`src/rtl/hdr_gen_stream.sv`:
```
// Picture-header and slice-table field generator feeding the bit writer over valid/ready.
// Optional trailing flush beat enabled by defining HDR_GEN_FLUSH_EN.
module hdr_gen_stream #(
    parameter int MAX_SLICES    = 64,
    parameter int VAL_W         = 64,
    parameter int LEN_W         = 64,
    parameter int PIC_HDR_BYTES = 8,
    localparam int AW           = (MAX_SLICES > 1) ? $clog2(MAX_SLICES) : 1
) (
    input  logic             clock,
    input  logic             reset_n,
    input  logic             start,
    input  logic [31:0]      picture_size,
    input  logic [15:0]      slice_num,
    input  logic [1:0]       log2_slice_mb,
    output logic [AW-1:0]    slice_rd_addr,
    input  logic [15:0]      slice_rd_data,
    input  logic             ready,
    output logic             output_enable,
    output logic [VAL_W-1:0] val,
    output logic [LEN_W-1:0] size_of_bit,
    output logic             flush_bit,
    output logic             busy,
    output logic             done
);

`ifdef HDR_GEN_FLUSH_EN
    typedef enum logic [2:0] {S_IDLE, S_FIELD, S_TABLE, S_FLUSH, S_DONE} state_t;
    logic flush_q;
`else
    typedef enum logic [2:0] {S_IDLE, S_FIELD, S_TABLE, S_DONE} state_t;
`endif

    state_t           state_q;
    logic [2:0]       fld_q;
    logic [AW-1:0]    idx_q;
    logic [31:0]      pic_q;
    logic [15:0]      cnt_q;
    logic [1:0]       log2_q;
    logic             oe_q;
    logic [VAL_W-1:0] val_q;
    logic [LEN_W-1:0] len_q;
    logic             busy_q;
    logic             done_q;

    logic [15:0]      num_clamped;
    logic [2:0]       fld_d;
    logic [VAL_W-1:0] fval_d;
    logic [LEN_W-1:0] flen_d;
    logic             last_tbl;

    always_comb begin
        num_clamped = ({16'd0, slice_num} > 32'(MAX_SLICES)) ? 16'(MAX_SLICES) : slice_num;
    end

    // Value/length of the field that follows the one currently presented.
    always_comb begin
        fld_d  = fld_q + 3'd1;
        fval_d = '0;
        flen_d = '0;
        case (fld_d)
            3'd1: flen_d = LEN_W'(3);
            3'd2: begin fval_d = VAL_W'(pic_q);  flen_d = LEN_W'(32); end
            3'd3: begin fval_d = VAL_W'(cnt_q);  flen_d = LEN_W'(16); end
            3'd4: flen_d = LEN_W'(2);
            3'd5: begin fval_d = VAL_W'(log2_q); flen_d = LEN_W'(2);  end
            3'd6: flen_d = LEN_W'(4);
            default: ;
        endcase
    end

    assign last_tbl = (16'(idx_q) == (cnt_q - 16'd1));

    always_ff @(posedge clock or negedge reset_n) begin
        if (!reset_n) begin
            state_q <= S_IDLE;
            fld_q   <= '0;
            idx_q   <= '0;
            pic_q   <= '0;
            cnt_q   <= '0;
            log2_q  <= '0;
            oe_q    <= 1'b0;
            val_q   <= '0;
            len_q   <= '0;
            busy_q  <= 1'b0;
            done_q  <= 1'b0;
`ifdef HDR_GEN_FLUSH_EN
            flush_q <= 1'b0;
`endif
        end else begin
            case (state_q)
                S_IDLE, S_DONE: begin
                    done_q <= 1'b0;
                    if (start) begin
                        state_q <= S_FIELD;
                        fld_q   <= '0;
                        pic_q   <= picture_size;
                        cnt_q   <= num_clamped;
                        log2_q  <= log2_slice_mb;
                        oe_q    <= 1'b1;
                        val_q   <= VAL_W'(PIC_HDR_BYTES);
                        len_q   <= LEN_W'(5);
                        busy_q  <= 1'b1;
                    end else begin
                        state_q <= S_IDLE;
                        oe_q    <= 1'b0;
                        val_q   <= '0;
                        len_q   <= '0;
                        busy_q  <= 1'b0;
                    end
                end
                S_FIELD: begin
                    if (ready) begin
                        if (fld_q == 3'd6) begin
                            if (cnt_q != 16'd0) begin
                                state_q <= S_TABLE;
                                idx_q   <= '0;
                                val_q   <= '0;
                                len_q   <= LEN_W'(16);
                            end else begin
`ifdef HDR_GEN_FLUSH_EN
                                state_q <= S_FLUSH;
                                val_q   <= '0;
                                len_q   <= '0;
                                flush_q <= 1'b1;
`else
                                state_q <= S_DONE;
                                oe_q    <= 1'b0;
                                val_q   <= '0;
                                len_q   <= '0;
                                busy_q  <= 1'b0;
                                done_q  <= 1'b1;
`endif
                            end
                        end else begin
                            fld_q <= fld_d;
                            val_q <= fval_d;
                            len_q <= flen_d;
                        end
                    end
                end
                S_TABLE: begin
                    if (ready) begin
                        if (last_tbl) begin
                            idx_q <= '0;
`ifdef HDR_GEN_FLUSH_EN
                            state_q <= S_FLUSH;
                            len_q   <= '0;
                            flush_q <= 1'b1;
`else
                            state_q <= S_DONE;
                            oe_q    <= 1'b0;
                            len_q   <= '0;
                            busy_q  <= 1'b0;
                            done_q  <= 1'b1;
`endif
                        end else begin
                            idx_q <= idx_q + 1'b1;
                        end
                    end
                end
`ifdef HDR_GEN_FLUSH_EN
                S_FLUSH: begin
                    if (ready) begin
                        state_q <= S_DONE;
                        oe_q    <= 1'b0;
                        flush_q <= 1'b0;
                        busy_q  <= 1'b0;
                        done_q  <= 1'b1;
                    end
                end
`endif
                default: state_q <= S_IDLE;
            endcase
        end
    end

    // Table beats pass the externally looked-up size straight through; the
    // address is the registered index, so the value is stable while stalled.
    assign val           = (state_q == S_TABLE) ? VAL_W'(slice_rd_data) : val_q;
    assign slice_rd_addr = idx_q;
    assign size_of_bit   = len_q;
    assign output_enable = oe_q;
    assign busy          = busy_q;
    assign done          = done_q;
`ifdef HDR_GEN_FLUSH_EN
    assign flush_bit     = flush_q;
`else
    assign flush_bit     = 1'b0;
`endif

endmodule

```
`config.mk`:
```
export PLATFORM = sky130hd
export DESIGN_NAME = hdr_gen_stream
export DESIGN_NICKNAME = d
export VERILOG_FILES = /design/src/rtl/hdr_gen_stream.sv
export SDC_FILE = /design/constraint.sdc
export NUM_CORES = 1
export LEC_CHECK = 0
export ABC_CLOCK_PERIOD_IN_PS = 3200
export CORE_MARGIN = 2
export CORE_UTILIZATION = 25
export CTS_BUF_LIST = sky130_fd_sc_hd__clkbuf_8
export DETAILED_ROUTE_END_ITERATION = 10
export PLACE_DENSITY = 0.56
export SYNTH_ARGS = -nofsm -noshare
export SYNTH_HDL_FRONTEND = slang
export SYNTH_SLANG_ARGS = --single-unit
```
`constraint.sdc`:
```
create_clock -name clock -period 3.2 [get_ports clock]
set_clock_uncertainty 0.1 [all_clocks]
set_input_delay 0.96 -clock clock [delete_from_list [all_inputs] [get_ports clock]]
set_output_delay 0.96 -clock clock [all_outputs]
set_load 0.005 [all_outputs]
```
Word-level counts from Yosys, hierarchy flattened

Index checks and enable logic that the tools add are counted.

Register bits after elaboration: 192
Input port bits: 70
Output and inout bits: 138
Logic and storage cells: 92

Add/subtract/negate cells: 3
$lt $le $gt $ge: 1
Equality and inequality tests: 19
Multiplexer cells: 45
Reductions and logical operators: 14

Operators by type and width:

| operator                | number |
|---|---|
| $mux W64                | 6 |
| $pmux W64 S3            | 1 |
| $pmux W64 S2            | 1 |
| $pmux W32 S3            | 1 |
| $mux W32                | 1 |
| $mux W6                 | 5 |
| $pmux W6 S5             | 1 |
| $mux W3                 | 8 |
| $eq A6 B16 Y1           | 1 |
| $gt A16 B7 Y1 const B   | 1 |
| $mux W16                | 1 |
| $ne A2 B2 Y1 const B    | 8 |
| $reduce_bool A16 Y1     | 1 |
| $sub A16 B1 Y16 const B | 1 |
| $mux W1                 | 13 |
| $eq A3 B2 Y1 const B    | 4 |
| $eq A3 B3 Y1 const B    | 4 |
| $pmux W6 S2             | 1 |
| $reduce_and A4 Y1       | 3 |
| $pmux W3 S3             | 1 |
| $add A6 B1 Y6 const B   | 1 |
| $eq A3 B1 Y1 const B    | 2 |
| $pmux W1 S3             | 2 |
| $pmux W3 S2             | 1 |
| other kinds (10)        | 13 |

Longest topological paths before layout

Gate-level depths: netlist of run 1.

Word-level depth: 7
Depth in mapped cells: 10

Worst setup path before layout of run 1

Ideal clock, no wire load.

Path type: register to register
Start point: register cnt_q[3]
End point: register len_q[0], in the netlist size_of_bit[0]
Setup time: 125 ps
Arrival time: 2415 ps
Slack: 560 ps
Stages on the path, launching flop included: 9
Period minus slack after synthesis: 2640 ps
Cell sequence: dfrtp_1 buf_6 nor4_4 and4_1 buf_4 mux2_2 or2_1 a41oi_2 mux2_2

Word-level cells in the longest chain between the ends: 4

Ends and longest elaborated chain:

| item                        | RTL line | source |
|---|---|---|
| start: declaration          | 38       | `logic [15:0] cnt_q;` |
| start signal: assignment    | 98       | `cnt_q <= num_clamped;` |
| $sub A16 B1 Y16             | 72       | `assign last_tbl = (16'(idx_q) == (cnt_q - 16'd1));` |
| $eq A6 B16 Y1               | 72       |  |
| $ne A2 B2 Y1 (no line)      | n/a      |  |
| $reduce_and A4 Y1 (no line) | n/a      |  |
| end signal: assignment      | 138      | `len_q <= flen_d;` |
| end: declaration            | 42       | `logic [LEN_W-1:0] len_q;` |

No other way between the ends.
A chain may end at the register's enable or synchronous reset.

Worst setup path in the final report of run 1

Start point: input slice_rd_data[3]
End point: output val[3]

Word-level cells in the longest chain between the ends: 1

Ends and longest elaborated chain:

| item               | RTL line | source |
|---|---|---|
| start: declaration | 17       | `input logic [15:0] slice_rd_data,` |
| $mux W64           | 180      | `assign val = (state_q == S_TABLE) ? VAL_W'(slice_rd_data) : val_q;` |
| end: declaration   | 20       | `output logic [VAL_W-1:0] val,` |

No other way between the ends.

==> results of run 1 <==
==> area by class of cell <==
cell class / count / area, µm²
Fill cell: 2429 / 15900
Multi-Input combinational cell: 411 / 2889
Sequential cell: 100 / 2502
Timing Repair Buffer: 140 / 1415
Tap cell: 319 / 399.1
Clock buffer: 11 / 151.4
Inverter: 12 / 45.04
Clock inverter: 5 / 27.53
==> power by group <==
part / switching (mW) / internal (mW) / leakage, nW
Combinational: 1.25 / 1.35 / 1.88
Clock: 0.446 / 0.321 / 0.100
Sequential: 0.232 / 1.61 / 1.30
==> worst register-to-register path, stage by stage (launching register included) <==
cell,delay (ps)
dfrtp_1,520
nor4_4,340
and4_1,280
mux2_2,370
or2_1,240
a41oi_2,380
mux2_2,390
==> cell families after synthesis <==
| group | Yosys count |
|---|---|
| AND/OR/NAND/NOR | 127 |
| buffers and inverters | 137 |
| adder cells (fa/ha/maj) | 9 |
| flip-flops | 100 |
| XOR/XNOR | 9 |
| AO/OA/AOI/OAI | 114 |
| multiplexers | 60 |
| other | 1 |
==> cell usage in the layout, fill, tap and decap left out, types with 2 or more instances in the layout <==
cell / n
xor2_1: 5
nand4_1: 3
or4_1: 2
a21o_1: 3
o2bb2ai_1: 2
or4b_1: 2
ha_1: 8
a22o_1: 50
and3_1: 2
nor4_1: 5
a22oi_1: 2
buf_12: 4
or2_2: 2
dfrtp_1: 100
inv_1: 12
mux2i_1: 2
o31ai_1: 4
and2_1: 11
xnor2_1: 4
mux2_2: 58
o21ai_0: 15
nand2_1: 27
nor3_1: 13
o211ai_1: 3
a2111oi_4: 2
nor2b_1: 17
a21oi_1: 12
clkinv_2: 3
nand2b_1: 5
clkdlybuf4s50_1: 114
nor2_1: 18
a21boi_0: 2
nand3_1: 9
buf_4: 20
conb_1: 92
clkbuf_8: 11
==> flip-flops by register name, summed over array words and instances, names as in the netlist <==
signal / cells
val_q: 32
done: 1
slice_rd_addr: 6
cnt_q: 16
busy: 1
size_of_bit: 5
log2_q: 2
pic_q: 32
fld_q: 3
state_q: 2
==> repair_timing <==
item,in CTS,in global routing
setup endpoints to repair,10,17
setup buffers,1,1
cloned,1,0
resized for setup,2,1
==> metal layers <==
layer / wire [µm] / track usage (%)
met1: 6994 / 16.36
met2: 6827 / 18.92
met3: 661 / 2.518
met4: 180 / 3.506
met5: 0 / 0
==> worst max path at each step <==
stage,slack [ps],from,endpoint,cells past startpoint
6_report,60,slice_rd_data[3],val[3],3
5_1_grt,-3,state_q[0]$_DFFE_PN0P_,val[11],5
4_1_cts,4,state_q[0]$_DFFE_PN0P_,val[14],5
3_5_place_dp,70,slice_rd_data[3],val[3],3
3_3_place_gp,90,slice_rd_data[2],val[2],3
2_1_floorplan,560,cnt_q[3]$_DFFE_PN0P_,size_of_bit[0]$_DFFE_PN0P_,8
==> through the flow <==
stage | hold WS, ps | instance area [µm²]
final | 390.7 | 7430
after global routing | 400.1 | 7430
after CTS | 386.2 | 7422
after detailed placement | 372.0 | 7189
after global placement | 366.2 | 7189
after floorplan | 360.6 | 6250
==> metrics.md, run 1 <==
| Metric | Value |
|---|---|
| Clk buf depth | `2` |
| Port Buffer Count | `115` |
| Period minus WS final | `3138 ps` |
| CP delay by family, top | `buffers and inverters` |
| H-tree lvl count | `3` |
| Initial antenna violation count | `0` |
| Drt pass-1 iters | `4` |
| Core area | `23330 µm²` |
| WL per Instance | `14.69 µm` |
| TritonCTS clock tree | `yes` |
| Hold WC Path Type | `register to register` |
| Number of synthesized flops with an enable pin | `0` |
| Fmax | `318.6 MHz` |
| Fin util | `31.84%` |
| Gr usage total | `11.94%` |
| Mux cell area share after synthesis | `11.39%` |
| Pin count of the biggest net entering global routing | `49` |
| Count of max-cap constraint violations | `0` |
| Most instantiated cells after synthesis | `100 x dfrtp_1, 97 x buf_4, 58 x mux2_2` |
| Global route total overflow | `0` |
| N_diodes | `0` |
| Vias in the first global route | `4091` |
| Post-synth top area share | `42.35%` |
| Final #Nets | `753` |
| Main synth FF type | `dfrtp_1` |
| Reg2reg setup slack | `470 ps` |
| Worst slack, placed | `70.44 ps` |
| Adder-Cell Fraction of Synth Area | `1.906%` |
| Slew margin rel. | `50.85%` |
| Seq cells post-synth | `100` |
| Layout Cells excl Fill | `998` |
| Max Fanout on Critical Path | `1` |
| Mapped Area | `5908 µm²` |
| Root buffer cell | `clkbuf_8` |
| Area share of and/or/nand/nor cells after synthesis | `11.99%` |
| Crit path top cell by count | `clkdlybuf4s50_1` |
| DR vias | `4193` |
| Synth area leader | `dfrtp_1` |
| Hold Path Stages | `1` |
| Worst reg2reg path depth | `6` |
| Cell variety after synth | `66` |
| Global-route wire length before repair | `22740 µm` |
| Antenna-violating nets left | `0` |
| Seq/Total Area, Yosys | `42.35%` |
| Synth warnings | `0` |
| Worst Setup Slack, final | `61.66 ps` |
| Hold_buf cts | `0` |
| Share of layout cells above drive strength 1 | `17.67%` |
| Least-Margin Pin Slew | `737.3 ps` |
| Synthesized instance count | `557` |
| R2r startpoint | `cnt_q[3]$_DFFE_PN0P_` |
| R2r endpoint | `size_of_bit[4]$_DFFE_PN0P_` |
| CTS Sinks | `100` |
| Max Slew Vio Count | `0` |
| Top Ports | `208` |
| Final WL | `14660 µm` |
| Power Total | `5.212 mW` |
| Height of the die | `157.7 µm` |
| Final worst-path cycle share | `98.07%` |
| CP max-delay cell | `clkdlybuf4s50_1` |
| WP data required | `2140 ps` |
| Avg Synthesized Cell Area | `10.61 µm²` |
| Worst path cell trace | `clkdlybuf4s50_1 > mux2_2 > clkdlybuf4s50_1` |
| Setup TNS | `0 ps` |
| Die ar. | `24880 µm²` |
| Type of element launching the critical path | `input pin` |
| WS Path Type | `input pin to output port` |
| Pwr/cell area | `701.5 nW/µm²` |
| Via-per-instance ratio | `4.201` |
| DP Wirelength | `10620 µm` |
| Synth Area in Compound Gates | `15.63%` |
| Crit path DAT | `2080 ps` |
| Kind of end point of the critical path | `output port` |
| Setup violators final | `0` |
| Largest family of logic cells by synthesized area | `compound AO/OA/AOI/OAI gates` |
| Leak pwr | `3.286 nW` |
| Worst IR Drop VDD | `0.3236 mV` |
| Worst-skew pair later-pin latency | `380 ps` |
| Clock-pin slew on the worst setup and hold paths | `90 ps` |
| DRC Markers | `0` |
| Placed cell count | `979` |
| Synth Area in XOR/XNOR | `1.334%` |
| Final Hold Fails | `0` |
| Worst stage delay on the critical path | `450 ps` |
| CTS Buf Count | `9` |
| Main area contributors after synthesis | `dfrtp_1 42%, buf_4 12%, mux2_2 11%` |
| Hold EP | `val_q[21]$_DFFE_PN0P_` |
| Hold path startpoint | `pic_q[21]$_DFFE_PN0P_` |
| Width of the die | `157.7 µm` |
| Status | `finished clean` |
| Initial core utilization | `25.32%` |
| Initial DRC count | `194` |
| Worst Path Buf+Inv | `2` |
| Rows | `56` |
| Post-synth ARST share | `100.0%` |
| Layout area overhead | `25.75%` |
| Most frequent cell after synthesis | `dfrtp_1` |
| GP Congestion | `0.7998` |
Note: power is estimated with default switching activity, not from simulation.
==> inputs of run 2 (changes only) <==
--- a/config.mk
+++ b/config.mk
@@ -5,12 +5,15 @@
 export SDC_FILE = /design/constraint.sdc
 export NUM_CORES = 1
 export LEC_CHECK = 0
+export ABC_AREA = 1
 export ABC_CLOCK_PERIOD_IN_PS = 3200
 export CORE_MARGIN = 2
 export CORE_UTILIZATION = 25
 export CTS_BUF_LIST = sky130_fd_sc_hd__clkbuf_8
 export DETAILED_ROUTE_END_ITERATION = 10
+export GPL_TIMING_DRIVEN = 0
 export PLACE_DENSITY = 0.56
 export SYNTH_ARGS = -nofsm -noshare
 export SYNTH_HDL_FRONTEND = slang
 export SYNTH_SLANG_ARGS = --single-unit
+export TNS_END_PERCENT = 10
==> run 2 against run 1 <==
Register-to-register slack improved by 170 ps. Largest power group unchanged. Sequential share of layout area fell by 2.5 points. Die area fell by 1.3%. Core utilization rose by 3.4 points. Clock power rose by 11%.
==> metrics.md, run 2 <==
| Metric | Value |
|---|---|
| Status | `finished clean` |
| Final Hold Fails | `0 (unchanged)` |
| Antenna-violating nets left | `0 (unchanged)` |
| Worst stage delay on the critical path | `540 ps (+90 ps)` |
| Final #Nets | `1062 (+41%)` |
| FILL cells | `2461 (+1.3%)` |
| Rows | `55 (-1.8%)` |
| Via-per-instance ratio | `3.962 (-5.7%)` |
| Global route total overflow | `0 (unchanged)` |
| Drt pass-1 iters | `5 (+1)` |
| Vias in the first global route | `4673 (+14%)` |
| Crit path top cell by count | `clkdlybuf4s50_1` |
| Number of synthesized flops with an enable pin | `0 (unchanged)` |
| Avg Synthesized Cell Area | `7.642 µm² (-28%)` |
| Seq cells post-synth | `100 (unchanged)` |
| CP max-delay cell | `clkdlybuf4s50_1` |
| Wire length on met3 | `1068 µm (+62%)` |
| Flop pwr share | `33.6% (-1.8 points)` |
| Synthesized instance count | `763 (+37%)` |
| CTS Sinks | `100 (unchanged)` |
| Initial DRC count | `253 (+30%)` |
| Most instantiated cells after synthesis | `202 x nand2_1, 100 x dfrtp_1, 93 x buf_4` |
| Worst Path Buf+Inv | `2 (unchanged)` |
| Clk buf depth | `2 (unchanged)` |
| Biggest regs | `pic_q (32), val_q (32), cnt_q (16)` |
| Hold WC Path Type | `register to register` |
| GP Congestion | `0.8095 (+1.2%)` |
| Worst path cell trace | `clkdlybuf4s50_1 > nand2_1 > o21ai_0 > clkdlybuf4s50_1` |
| Worst-skew pair later-pin latency | `380 ps (about the same)` |
| Post-synth ARST share | `100.0% (unchanged)` |
| Share of layout cells above drive strength 1 | `15.40% (-2.3 points)` |
| Unrepaired setup endpoints after global routing | `true` |
| Top sig layer | `met4` |
| Period minus WS final | `3128 ps (-10.47 ps)` |
| Synth warnings | `0 (unchanged)` |
| Worst IR Drop VDD | `0.2314 mV (-28%)` |
| H-tree lvl count | `3 (unchanged)` |
| Setup TNS | `0 ps (unchanged)` |
| N_diodes | `0 (unchanged)` |
| Cell variety after synth | `36 (-45%)` |
| Type of element launching the critical path | `input pin` |
| TritonCTS clock tree | `yes` |
| Hold Path Stages | `2 (+1)` |
| Worst reg2reg path depth | `8 (+2)` |
| Main area contributors after synthesis | `dfrtp_1 43%, nand2_1 13%, buf_4 12%` |
| Worst path depth | `4 (+1)` |
| Final worst-path cycle share | `97.75% (-0.33 points)` |
| Mapped Area | `5831 µm² (-1.3%)` |
| Core area | `22780 µm² (-2.4%)` |
| WP data required | `2140 ps (about the same)` |
| Kind of end point of the critical path | `output port` |
| Gr usage total | `13.36% (+1.4 points)` |
| WS Path Type | `input pin to output port` |
| CTS Buf Count | `9 (unchanged)` |
| Sw Pwr | `2.219 mW (+15%)` |
| Layout area overhead | `37.85%` |
| Global-route wire length before repair | `25210 µm (+11%)` |
| Die ar. | `24560 µm² (-1.3%)` |
| Initial core utilization | `25.60% (+0.28 points)` |
| Met1 Wirelength | `7495 µm (+7.2%)` |
| Max Slew Vio Count | `0 (unchanged)` |
| Initial antenna violation count | `0 (unchanged)` |
| DRC Markers | `0 (unchanged)` |
| Clock group share of total power | `16.4% (+1.7 points)` |
| Height of the die | `156.7 µm (-0.64%)` |
| Pin count of the biggest net entering global routing | `58 (+18%)` |
| Seq/Total Area, Yosys | `42.92% (+0.56 points)` |
| DR vias | `5150 (+23%)` |
| Commonest non-fill, non-tap cells in the layout | `202 x nand2_1, 101 x clkdlybuf4s50_1, 100 x dfrtp_1, 97 x buf_4, 92 x conb_1` |
| DP Wirelength | `12700 µm (+20%)` |
| Met2 WL post-DR | `7450 µm (+9.1%)` |
| Clock-pin slew on the worst setup and hold paths | `100 ps (about the same)` |
| Slew margin rel. | `59.07% (+8.2 points)` |
| Root buffer cell | `clkbuf_8` |
| Commonest non-fill, non-tap cell in the layout | `nand2_1` |
| Pwr/cell area | `643.5 nW/µm² (-8.3%)` |
| Fmax | `319.7 MHz (+0.33%)` |
| Top Ports | `208 (unchanged)` |
| Sw Share | `42.90% (+6.0 points)` |
| Least-Margin Pin Slew | `614.0 ps (-123.3 ps)` |
| Synth area leader | `dfrtp_1` |
| Leak pwr | `4.128 nW (+26%)` |
| Width of the die | `156.7 µm (-0.64%)` |
| Port Buffer Count | `115 (unchanged)` |
| Max Fanout on Critical Path | `1 (unchanged)` |
| Final WL | `16410 µm (+12%)` |
| Setup violators final | `0 (unchanged)` |
| Crit path DAT | `2070 ps (about the same)` |
| Combinational share of power | `49.9% (about the same)` |
| Int Power | `2.954 mW (-10%)` |
| Count of max-cap constraint violations | `0 (unchanged)` |
| CP delay by family, top | `buffers and inverters` |
| Power Total | `5.173 mW (-0.76%)` |
| Most frequent cell after synthesis | `nand2_1` |
| WL per Instance | `12.62 µm (-14%)` |
| Hold_buf cts | `0 (unchanged)` |
| Main synth FF type | `dfrtp_1` |
| Post-synth top area share | `42.92% (+0.56 points)` |
==> run 2: cell types whose count changed in the layout (fill, tap and decap cells not counted), sizes merged, moves of 12 or more <==
cell	before	now
a22o	51	0
and2	12	0
buf	25	107
clkbuf	11	27
clkdlybuf4s50	114	101
inv	13	87
mux2	58	0
nand2	28	208
nand3	9	53
nor2	18	67
nor2b	17	0
o21ai	16	73
o22ai	1	19
==> run 2: cells by family (layout without fill, tap and decap cells) <==
kind of cell    after synthesis  after routing  share of synthesized area, %
simple gates                340            340                         25.11
buf+inv                     206            339                         19.36
compound gates              103            103                         10.02
flops                       100            100                         42.92
fa+ha+maj                     9              9                         1.931
xor+xnor                      4              4                        0.6010
other cells                   1             92                       0.06432
==> run 2: worst register-to-register path, stage by stage (launching register included) <==
cell	delay, ps
dfrtp_1	400
ha_1	410
inv_1	110
o21ai_1	470
inv_1	140
nor2_2	300
buf_2	290
nand3_1	160
o21ai_0	100
==> run 2: layer usage <==
| layer | up-vias | track usage [%] |
|---|---|---|
| met3 | 21 | 3.517 |
| met5 | - | 0 |
| met4 | 0 | 4.631 |
| met2 | 163 | 20.74 |
| li1 | 2660 | - |
| met1 | 2306 | 17.96 |
==> run 2: per-stage QoR <==
stage	instances	util [%]	hold WS [ps]	cell area, µm²	setup slack (ps)
floorplan	854	-	349.1	6172	755.0
detailed placement	1283	33.98	365.2	7740	-326.4
global placement	1282	33.87	363.0	7715	-2941
CTS	1300	35.17	390.4	8010	2.660
finish	1300	35.29	385.0	8038	72.14
global route	1300	35.29	406.7	8038	-12.38
==> run 2: worst paths after layout <==
check / startpoint / end / slack [ps]
worst min register to register: pic_q[18]$_DFFE_PN0P_ / pic_q[18]$_DFFE_PN0P_ / 380
worst max register to register: state_q[1]$_DFFE_PN0P_ / val_q[5]$_DFFE_PN0P_ / 640
worst min-delay path: pic_q[18]$_DFFE_PN0P_ / pic_q[18]$_DFFE_PN0P_ / 380
min in group asynchronous: reset_n / val_q[18]$_DFFE_PN0P_ / 470
max in group asynchronous: reset_n / slice_rd_addr[4]$_DFFE_PN0P_ / 1850
worst max-delay path: slice_rd_data[7] / val[7] / 70
==> run 2: area by class of cell <==
| type | count | area (µm²) | share of cell area [%] |
|---|---|---|---|
| buffer | 119 | 862.1 | 10.73 |
| timing repair buffer | 118 | 1209 | 15.04 |
| tap | 313 | 391.6 | 4.872 |
| clock buffer | 11 | 151.4 | 1.884 |
| multi-input combinational | 548 | 2546 | 31.68 |
| clock inverter | 4 | 48.80 | 0.6071 |
| inverter | 87 | 326.6 | 4.063 |
| sequential | 100 | 2502 | 31.13 |
==> run 2: timing repair <==
| item | in CTS | in global routing |
|---|---|---|
| setup endpoints to repair | 32 | 16 |
| resized for setup | 23 | 14 |
| buffers inserted | 2 | 0 |
==> run 2: power groups by stage <==
stage | clock network, mW | registers (mW) | logic (mW)
5_1_grt | 0.927 | 1.78 | 2.90
6_report | 0.850 | 1.74 | 2.58
4_1_cts | 0.881 | 1.74 | 2.60
3_5_place_dp | 0 | 1.77 | 2.50
2_1_floorplan | 0 | 1.73 | 1.57
3_3_place_gp | 0 | 1.76 | 2.48
